$ cat src/rtl/store_drain_buffer_pkg.sv
`default_nettype none
// ============================================================================
// Module      : store_drain_buffer_pkg
// Description : Shared widths, entry layout and drain-FSM encoding for the
//               committed-store drain buffer.
// Revision    : 1.0 - initial release
// ============================================================================
package store_drain_buffer_pkg;

    localparam int ADDR_WIDTH     = 32;
    localparam int DATA_WIDTH     = 32;
    localparam int MASK_WIDTH     = DATA_WIDTH / 8;

    localparam int SB_DEPTH       = 4;
    localparam int SB_DEPTH_WIDTH = 2;

    // Entry layout {mask, addr, data}, data in the low bits.
    localparam int SB_DATA_LSB    = 0;
    localparam int SB_DATA_MSB    = SB_DATA_LSB + DATA_WIDTH - 1;
    localparam int SB_ADDR_LSB    = SB_DATA_MSB + 1;
    localparam int SB_ADDR_MSB    = SB_ADDR_LSB + ADDR_WIDTH - 1;
    localparam int SB_MASK_LSB    = SB_ADDR_MSB + 1;
    localparam int SB_MASK_MSB    = SB_MASK_LSB + MASK_WIDTH - 1;
    localparam int SB_ENTRY_WIDTH = SB_MASK_MSB + 1;

    typedef enum logic [0:0] {
        SB_IDLE = 1'b0,
        SB_REQ  = 1'b1
    } sb_state_t;

    // Packs one store into the buffer entry layout.
    function automatic logic [SB_ENTRY_WIDTH-1:0] sb_pack(
        input logic [MASK_WIDTH-1:0] mask,
        input logic [ADDR_WIDTH-1:0] addr,
        input logic [DATA_WIDTH-1:0] data
    );
        return {mask, addr, data};
    endfunction

endpackage
`default_nettype wire

$ cat src/rtl/sb_forward_merge.sv
`default_nettype none
// ============================================================================
// Module      : sb_forward_merge
// Description : Combinational load lookup over the valid buffered stores.
//               Walks entries oldest to youngest so the youngest write of
//               each byte lane wins.
// Revision    : 1.0 - initial release
// ============================================================================
module sb_forward_merge
    import store_drain_buffer_pkg::*;
#(
    parameter int DEPTH       = SB_DEPTH,
    parameter int DEPTH_WIDTH = SB_DEPTH_WIDTH
) (
    input  logic [DEPTH*SB_ENTRY_WIDTH-1:0] entries,
    input  logic [DEPTH_WIDTH-1:0]          rd_ptr,
    input  logic [DEPTH_WIDTH:0]            count,
    input  logic                            ld_check,
    input  logic [ADDR_WIDTH-1:0]           ld_addr,
    output logic [MASK_WIDTH-1:0]           fwd_mask,
    output logic [DATA_WIDTH-1:0]           fwd_data
);

    // Byte offset bits are excluded from the word match.
    localparam logic [ADDR_WIDTH-1:0] c_word_mask = ~ADDR_WIDTH'(3);

    // Oldest-to-youngest merge of every valid matching entry.
    always_comb begin
        logic [DEPTH_WIDTH-1:0]    w_idx;
        logic [SB_ENTRY_WIDTH-1:0] w_entry;
        logic [ADDR_WIDTH-1:0]     w_addr;
        fwd_mask = '0;
        fwd_data = '0;
        w_idx    = '0;
        w_entry  = '0;
        w_addr   = '0;
        if (ld_check) begin
            for (int i = 0; i < DEPTH; i++) begin
                w_idx   = rd_ptr + DEPTH_WIDTH'(i);
                w_entry = entries[int'(w_idx)*SB_ENTRY_WIDTH +: SB_ENTRY_WIDTH];
                w_addr  = w_entry[SB_ADDR_MSB:SB_ADDR_LSB];
                if (((DEPTH_WIDTH+1)'(i) < count) &&
                    (((w_addr ^ ld_addr) & c_word_mask) == '0)) begin
                    for (int b = 0; b < MASK_WIDTH; b++) begin
                        if (w_entry[SB_MASK_LSB+b]) begin
                            fwd_mask[b]       = 1'b1;
                            fwd_data[8*b +: 8] = w_entry[SB_DATA_LSB+8*b +: 8];
                        end
                    end
                end
            end
        end
    end

endmodule
`default_nettype wire

$ cat src/rtl/store_drain_buffer.sv
`default_nettype none
// ============================================================================
// Module      : store_drain_buffer
// Description : Committed-store buffer between the ROB commit port and the
//               DataCache write port. Queues byte-masked stores in program
//               order and drains them one at a time over mem_req/mem_ack.
//               Optional store-to-load forwarding under STORE_FORWARD_EN.
// Revision    : 1.0 - initial release
// ============================================================================
module store_drain_buffer
    import store_drain_buffer_pkg::*;
#(
    parameter int DEPTH       = SB_DEPTH,
    parameter int DEPTH_WIDTH = SB_DEPTH_WIDTH
) (
    input  logic                  clk,
    input  logic                  rst,
    input  logic                  st_write,
    input  logic [MASK_WIDTH-1:0] st_mask,
    input  logic [ADDR_WIDTH-1:0] st_addr,
    input  logic [DATA_WIDTH-1:0] st_data,
    output logic                  st_ready,
    output logic                  sb_empty,
    output logic                  mem_req,
    output logic [MASK_WIDTH-1:0] mem_mask,
    output logic [ADDR_WIDTH-1:0] mem_addr,
    output logic [DATA_WIDTH-1:0] mem_wdata,
    input  logic                  mem_ack,
    input  logic                  ld_check,
    input  logic [ADDR_WIDTH-1:0] ld_addr,
    output logic [MASK_WIDTH-1:0] fwd_mask,
    output logic [DATA_WIDTH-1:0] fwd_data
);

    localparam logic [DEPTH_WIDTH:0]   c_count_full = (DEPTH_WIDTH+1)'(DEPTH);
    localparam logic [DEPTH_WIDTH:0]   c_count_one  = (DEPTH_WIDTH+1)'(1);
    localparam logic [DEPTH_WIDTH-1:0] c_ptr_one    = DEPTH_WIDTH'(1);

    logic [SB_ENTRY_WIDTH-1:0] r_entries [DEPTH];
    logic [DEPTH_WIDTH-1:0]    r_rd_ptr;
    logic [DEPTH_WIDTH-1:0]    r_wr_ptr;
    logic [DEPTH_WIDTH:0]      r_count;
    sb_state_t                 r_state;
    sb_state_t                 w_state_next;

    logic                      r_mem_req;
    logic [MASK_WIDTH-1:0]     r_mem_mask;
    logic [ADDR_WIDTH-1:0]     r_mem_addr;
    logic [DATA_WIDTH-1:0]     r_mem_wdata;

    logic                      w_push;
    logic                      w_pop;
    logic                      w_load;
    logic                      w_sel_push;
    logic [DEPTH_WIDTH-1:0]    w_head_idx;
    logic [SB_ENTRY_WIDTH-1:0] w_head_entry;

    // Full is decided by count alone; a same-cycle pop does not free a slot.
    assign st_ready  = (r_count != c_count_full);
    assign sb_empty  = (r_count == '0) && (r_state == SB_IDLE);
    assign w_push    = st_write && st_ready;
    assign w_pop     = (r_state == SB_REQ) && mem_ack;

    assign mem_req   = r_mem_req;
    assign mem_mask  = r_mem_mask;
    assign mem_addr  = r_mem_addr;
    assign mem_wdata = r_mem_wdata;

    // Entry storage; only slots below count are ever read, so no reset needed.
    always_ff @(posedge clk) begin
        if (w_push) begin
            r_entries[r_wr_ptr] <= sb_pack(st_mask, st_addr, st_data);
        end
    end

    // Ring pointers and occupancy count.
    always_ff @(posedge clk) begin
        if (rst) begin
            r_rd_ptr <= '0;
            r_wr_ptr <= '0;
            r_count  <= '0;
        end else begin
            if (w_push) begin
                r_wr_ptr <= r_wr_ptr + c_ptr_one;
            end
            if (w_pop) begin
                r_rd_ptr <= r_rd_ptr + c_ptr_one;
            end
            if (w_push && !w_pop) begin
                r_count <= r_count + c_count_one;
            end else if (!w_push && w_pop) begin
                r_count <= r_count - c_count_one;
            end
        end
    end

    // Drain FSM state register.
    always_ff @(posedge clk) begin
        if (rst) begin
            r_state <= SB_IDLE;
        end else begin
            r_state <= w_state_next;
        end
    end

    // Drain FSM next state and head-load selection.
    always_comb begin
        w_state_next = r_state;
        w_load       = 1'b0;
        w_sel_push   = 1'b0;
        w_head_idx   = r_rd_ptr;
        case (r_state)
            SB_IDLE: begin
                if (r_count != '0) begin
                    w_state_next = SB_REQ;
                    w_load       = 1'b1;
                end
            end
            SB_REQ: begin
                if (mem_ack) begin
                    if (r_count != c_count_one) begin
                        // Next queued store follows without a bubble.
                        w_load     = 1'b1;
                        w_head_idx = r_rd_ptr + c_ptr_one;
                    end else if (w_push) begin
                        // Queue drains this cycle; the incoming store becomes head.
                        w_load     = 1'b1;
                        w_sel_push = 1'b1;
                    end else begin
                        w_state_next = SB_IDLE;
                    end
                end
            end
            default: begin
                w_state_next = SB_IDLE;
            end
        endcase
        w_head_entry = w_sel_push ? sb_pack(st_mask, st_addr, st_data)
                                  : r_entries[w_head_idx];
    end

    // Registered DataCache request, held stable until acknowledged.
    always_ff @(posedge clk) begin
        if (rst) begin
            r_mem_req   <= 1'b0;
            r_mem_mask  <= '0;
            r_mem_addr  <= '0;
            r_mem_wdata <= '0;
        end else if (w_load) begin
            r_mem_req   <= 1'b1;
            r_mem_mask  <= w_head_entry[SB_MASK_MSB:SB_MASK_LSB];
            r_mem_addr  <= w_head_entry[SB_ADDR_MSB:SB_ADDR_LSB];
            r_mem_wdata <= w_head_entry[SB_DATA_MSB:SB_DATA_LSB];
        end else if (w_state_next == SB_IDLE) begin
            r_mem_req   <= 1'b0;
        end
    end

`ifdef STORE_FORWARD_EN
    logic [DEPTH*SB_ENTRY_WIDTH-1:0] w_entries_flat;

    for (genvar gi = 0; gi < DEPTH; gi++) begin : g_flat
        assign w_entries_flat[gi*SB_ENTRY_WIDTH +: SB_ENTRY_WIDTH] = r_entries[gi];
    end

    sb_forward_merge #(
        .DEPTH       (DEPTH),
        .DEPTH_WIDTH (DEPTH_WIDTH)
    ) u_fwd (
        .entries  (w_entries_flat),
        .rd_ptr   (r_rd_ptr),
        .count    (r_count),
        .ld_check (ld_check),
        .ld_addr  (ld_addr),
        .fwd_mask (fwd_mask),
        .fwd_data (fwd_data)
    );
`else
    logic w_unused_fwd;
    assign w_unused_fwd = ld_check ^ (^ld_addr);
    assign fwd_mask     = '0;
    assign fwd_data     = '0;
`endif

endmodule
`default_nettype wire

$ cat config.mk
export PLATFORM = sky130hd
export DESIGN_NAME = store_drain_buffer
export DESIGN_NICKNAME = d
export VERILOG_FILES = /design/src/rtl/store_drain_buffer_pkg.sv /design/src/rtl/sb_forward_merge.sv /design/src/rtl/store_drain_buffer.sv
export SDC_FILE = /design/constraint.sdc
export NUM_CORES = 1
export LEC_CHECK = 0
export CORE_MARGIN = 1.5
export CORE_UTILIZATION = 49
export CTS_CLUSTER_SIZE = 8
export DETAILED_ROUTE_END_ITERATION = 10
export GPL_TIMING_DRIVEN = 0
export PLACE_DENSITY = 0.82
export SYNTH_ARGS = -nofsm -noshare
export SYNTH_HDL_FRONTEND = slang
export SYNTH_SLANG_ARGS = --single-unit
$ cat constraint.sdc
create_clock -name clk -period 3.7 [get_ports clk]
set_input_delay 0.74 -clock clk [delete_from_list [all_inputs] [get_ports clk]]
set_output_delay 0.74 -clock clk [all_outputs]
set_load 0.05 [all_outputs]
==> impl_metrics.ini <==
[run_status]
outcome = finished, final reports clean

[critical_path]
ff2ff_path_depth = 8
cp_slowest_cell = clkdlybuf4s50_1
worst-setup-path-type = register to primary output
cp_num_buf_inv = 2
regToRegEndpoint = mem_addr[22]$_SDFFE_PP0P_
cp.depth = 4
crit_chain = inv_1 > ha_1 > nand2_1 > clkdlybuf4s50_1
critical_path.max_stage_delay_ps = 840
cp.arrival_ps = 2300
crit_path_end_kind = primary output
path_max_fanout = 6
timing.rr.start = r_count[0]$_SDFFE_PP0P_
rrSetupSlack_ps = 1090
required_ps = 2960
critPathTopFamily = buffers and inverters
start_kind = register

[yosys]
synth-warning-count = 0
ys_types = 39
syn_avg_cell_area_um2 = 14.8
netlist_area_um2 = 15800
synth-async-reset-ratio_pct = 0
synth-edff-count = 272
postSynthCellCount = 1071
synthFlopType = edfxtp_1
yosysSeqAreaShare_pct = 61.3
ys_ff_latch = 349

[floorplan]
fp.dieH_um = 183
initial_core_util_pct = 49.9
die_w_um = 183
rows = 65
die-area_um2 = 33400
io_pins = 212
core_region_area_um2 = 31700

[global_route]
grt_remaining_overflow = 0
grt_pass1_wl_mm = 61.4
grt_pass1_vias = 11100
grt_antenna_before_repair = 3
grtUsageTotal_pct = 24.0
grt_max_degree = 40

[job]
drv_cap = 0

[timing]
fin_ws_ps = 661
fmax_mhz = 329
slew_headroom_pct = 43.9
slew_violations = 0
fin_crit_sh_pct = 82.1
fin_skew_ps = 21.8
setup_viol = 0
hold_slack_ps = 484
rsz0062_at_grt = no
hold_violations = 0
fin_crit_ps = 3040
tns_ps = 0
worst_slew_pin_slew_ps = 840

[layout]
multi_input_comb_area_um2 = 5500
postLayoutCellArea_um2 = 19500
drive_gt1_share_pct = 16.6
register_area_um2 = 9710
fin_nets = 1417
n_fill_cell = 2347
syn2layout_area_growth_pct = 22.9
final_cells = 1745

[clocking]
clock-sinks = 349
post-cts-setup-buffer-count = 0
cts_hold_buf = 0
cts-resized-gates = 0
clockBufferDepth = 3
worstSkewPairLatency_ps = 550
cts_tree = yes
root_buffer = clkbuf_16
htreeDepth = 2
clk_pin_slew_ps = 50
cts_buffers = 49

[routing]
viasPerCell = 6.04
wl_mm = 40.2
drt_first_pass_iters = 5
ant_nets = 0
vias = 10500
wl_per_cell_um = 23.0
drtIter0Drc = 887
route.detailed.drc = 0

[worst_hold_path]
min_path_cells = 2
worstHoldStart = mem_addr[23]$_SDFFE_PP0P_
whs_endpoint = mem_addr[23]$_SDFFE_PP0P_
hp-class = register to register

[power]
p_leak_nw = 6.61
power_density_nw_per_um2 = 733
ir_drop_mv = 0.451

[place]
place.port_buffers = 142
dp.cells = 1654
place_ws_ps = 374
hpwl_mm = 24.7
placed_area_um2 = 18000
gp_congestion = 0.807
[where the power goes]
group          internal (mW)  switching [mW]
clock                   2.56            1.59
combinational           1.87            3.00
sequential              4.91           0.336
total                   9.35            4.92
[per-layer routing]
metal | vias up | track usage (%) | wire [µm]
met5 | - | 0 | 0
met4 | 0 | 9.15 | 857
met3 | 68 | 4.45 | 3100
met2 | 475 | 41.9 | 20300
met1 | 5294 | 29.6 | 15900
li1 | 4709 | - | -
[synthesized netlist by cell type (2+ instances only)]
master    number  area (µm²)
a21oi_1        3        15.0
a22oi_1       68         510
and3_1         4        25.0
buf_1          3        11.3
buf_2         14        70.1
buf_4         39         293
buf_6         21         236
clkbuf_1      41         154
dfxtp_1       77        1540
edfxtp_1     272        8170
ha_1           9         113
inv_1          5        18.8
mux2_1       190        2140
mux2_2        80         901
mux2i_1        2        20.0
nand2_1        3        11.3
nand2b_1       4        25.0
nor2_1        11        41.3
o22ai_1      135         845
o31ai_1       68         510
xor2_1         4        35.0
[state kept, by name, summed over array words and instances, names as in the netlist]
register   cells
mem_addr      32
r_state        1
mem_mask       4
r_wr_ptr       2
r_count        3
mem_req        1
mem_wdata     32
r_entries    272
r_rd_ptr       2
[how the worst max path moves through the flow]
stage / start / to / slack (ps)
after floorplan: r_count[0]$_SDFFE_PP0P_ / r_entries[0][0]$_DFFE_PP_ / 490
after global placement: st_write / r_entries[2][30]$_DFFE_PP_ / -1190
after detailed placement: st_write / mem_addr[19]$_SDFFE_PP0P_ / 370
after CTS: r_count[0]$_SDFFE_PP0P_ / st_ready / 640
after global routing: r_count[0]$_SDFFE_PP0P_ / st_ready / 590
final: r_count[0]$_SDFFE_PP0P_ / st_ready / 660
[logic make-up after synthesis]
family                     after synthesis  share of synthesized area, %
AOI/OAI and AO/OA                      278                          12.1
xor gates and xnor gates                 5                         0.276
adders and majority gates                9                         0.711
buffers and inverters                  123                          4.95
DFF                                    349                          61.3
muxes                                  273                          19.5
other                                    1                        0.0237
and+or+nand+nor                         33                          1.22
[worst reg2reg max path, cell delays in order, from the launching register on]
cell      delay [ps]
dfxtp_1          410
ha_1             210
and2b_4          200
nand2_1           90
nor3_2           500
buf_2            380
clkbuf_1         480
a22oi_1          130
o31ai_1          110
[cell type report]
| cell class | count | share of cell area [%] |
|---|---|---|
| sequential | 349 | 49.9 |
| multi-input combinational | 634 | 28.2 |
| timing repair buffer | 146 | 7.87 |
| clock buffer | 87 | 7.30 |
| buffer | 118 | 3.93 |
| tap | 402 | 2.58 |
| inverter | 5 | 0.0964 |
| clock inverter | 1 | 0.0450 |
| antenna | 3 | 0.0386 |
[through the flow]
step	utilization, %	power, mW
after global routing	61.3	14.8
after detailed placement	56.8	10.1
after CTS	61.3	14.3
final	61.4	14.3
after global placement	56.4	10.0
after floorplan	-	8.58
[placed cells by master, fill, tap and decap left out, types with 2 or more instances in the layout]
master           instances
buf_4                   39
clkdlybuf4s50_1        142
dfxtp_1                 77
nand2_1                  3
nor2_1                  11
ha_1                     9
mux2_2                  80
edfxtp_1               272
a21oi_1                  3
nand2b_1                 4
mux2_1                 190
o22ai_1                135
buf_6                   21
and3_4                   4
diode_2                  3
a22oi_1                 68
clkbuf_16               51
clkbuf_1                76
o31ai_1                 68
conb_1                  36
xor2_1                   4
buf_16                   4
mux2i_1                  2
inv_1                    5
buf_2                   14
buf_1                    3
Power figures use the tool's default switching activity.
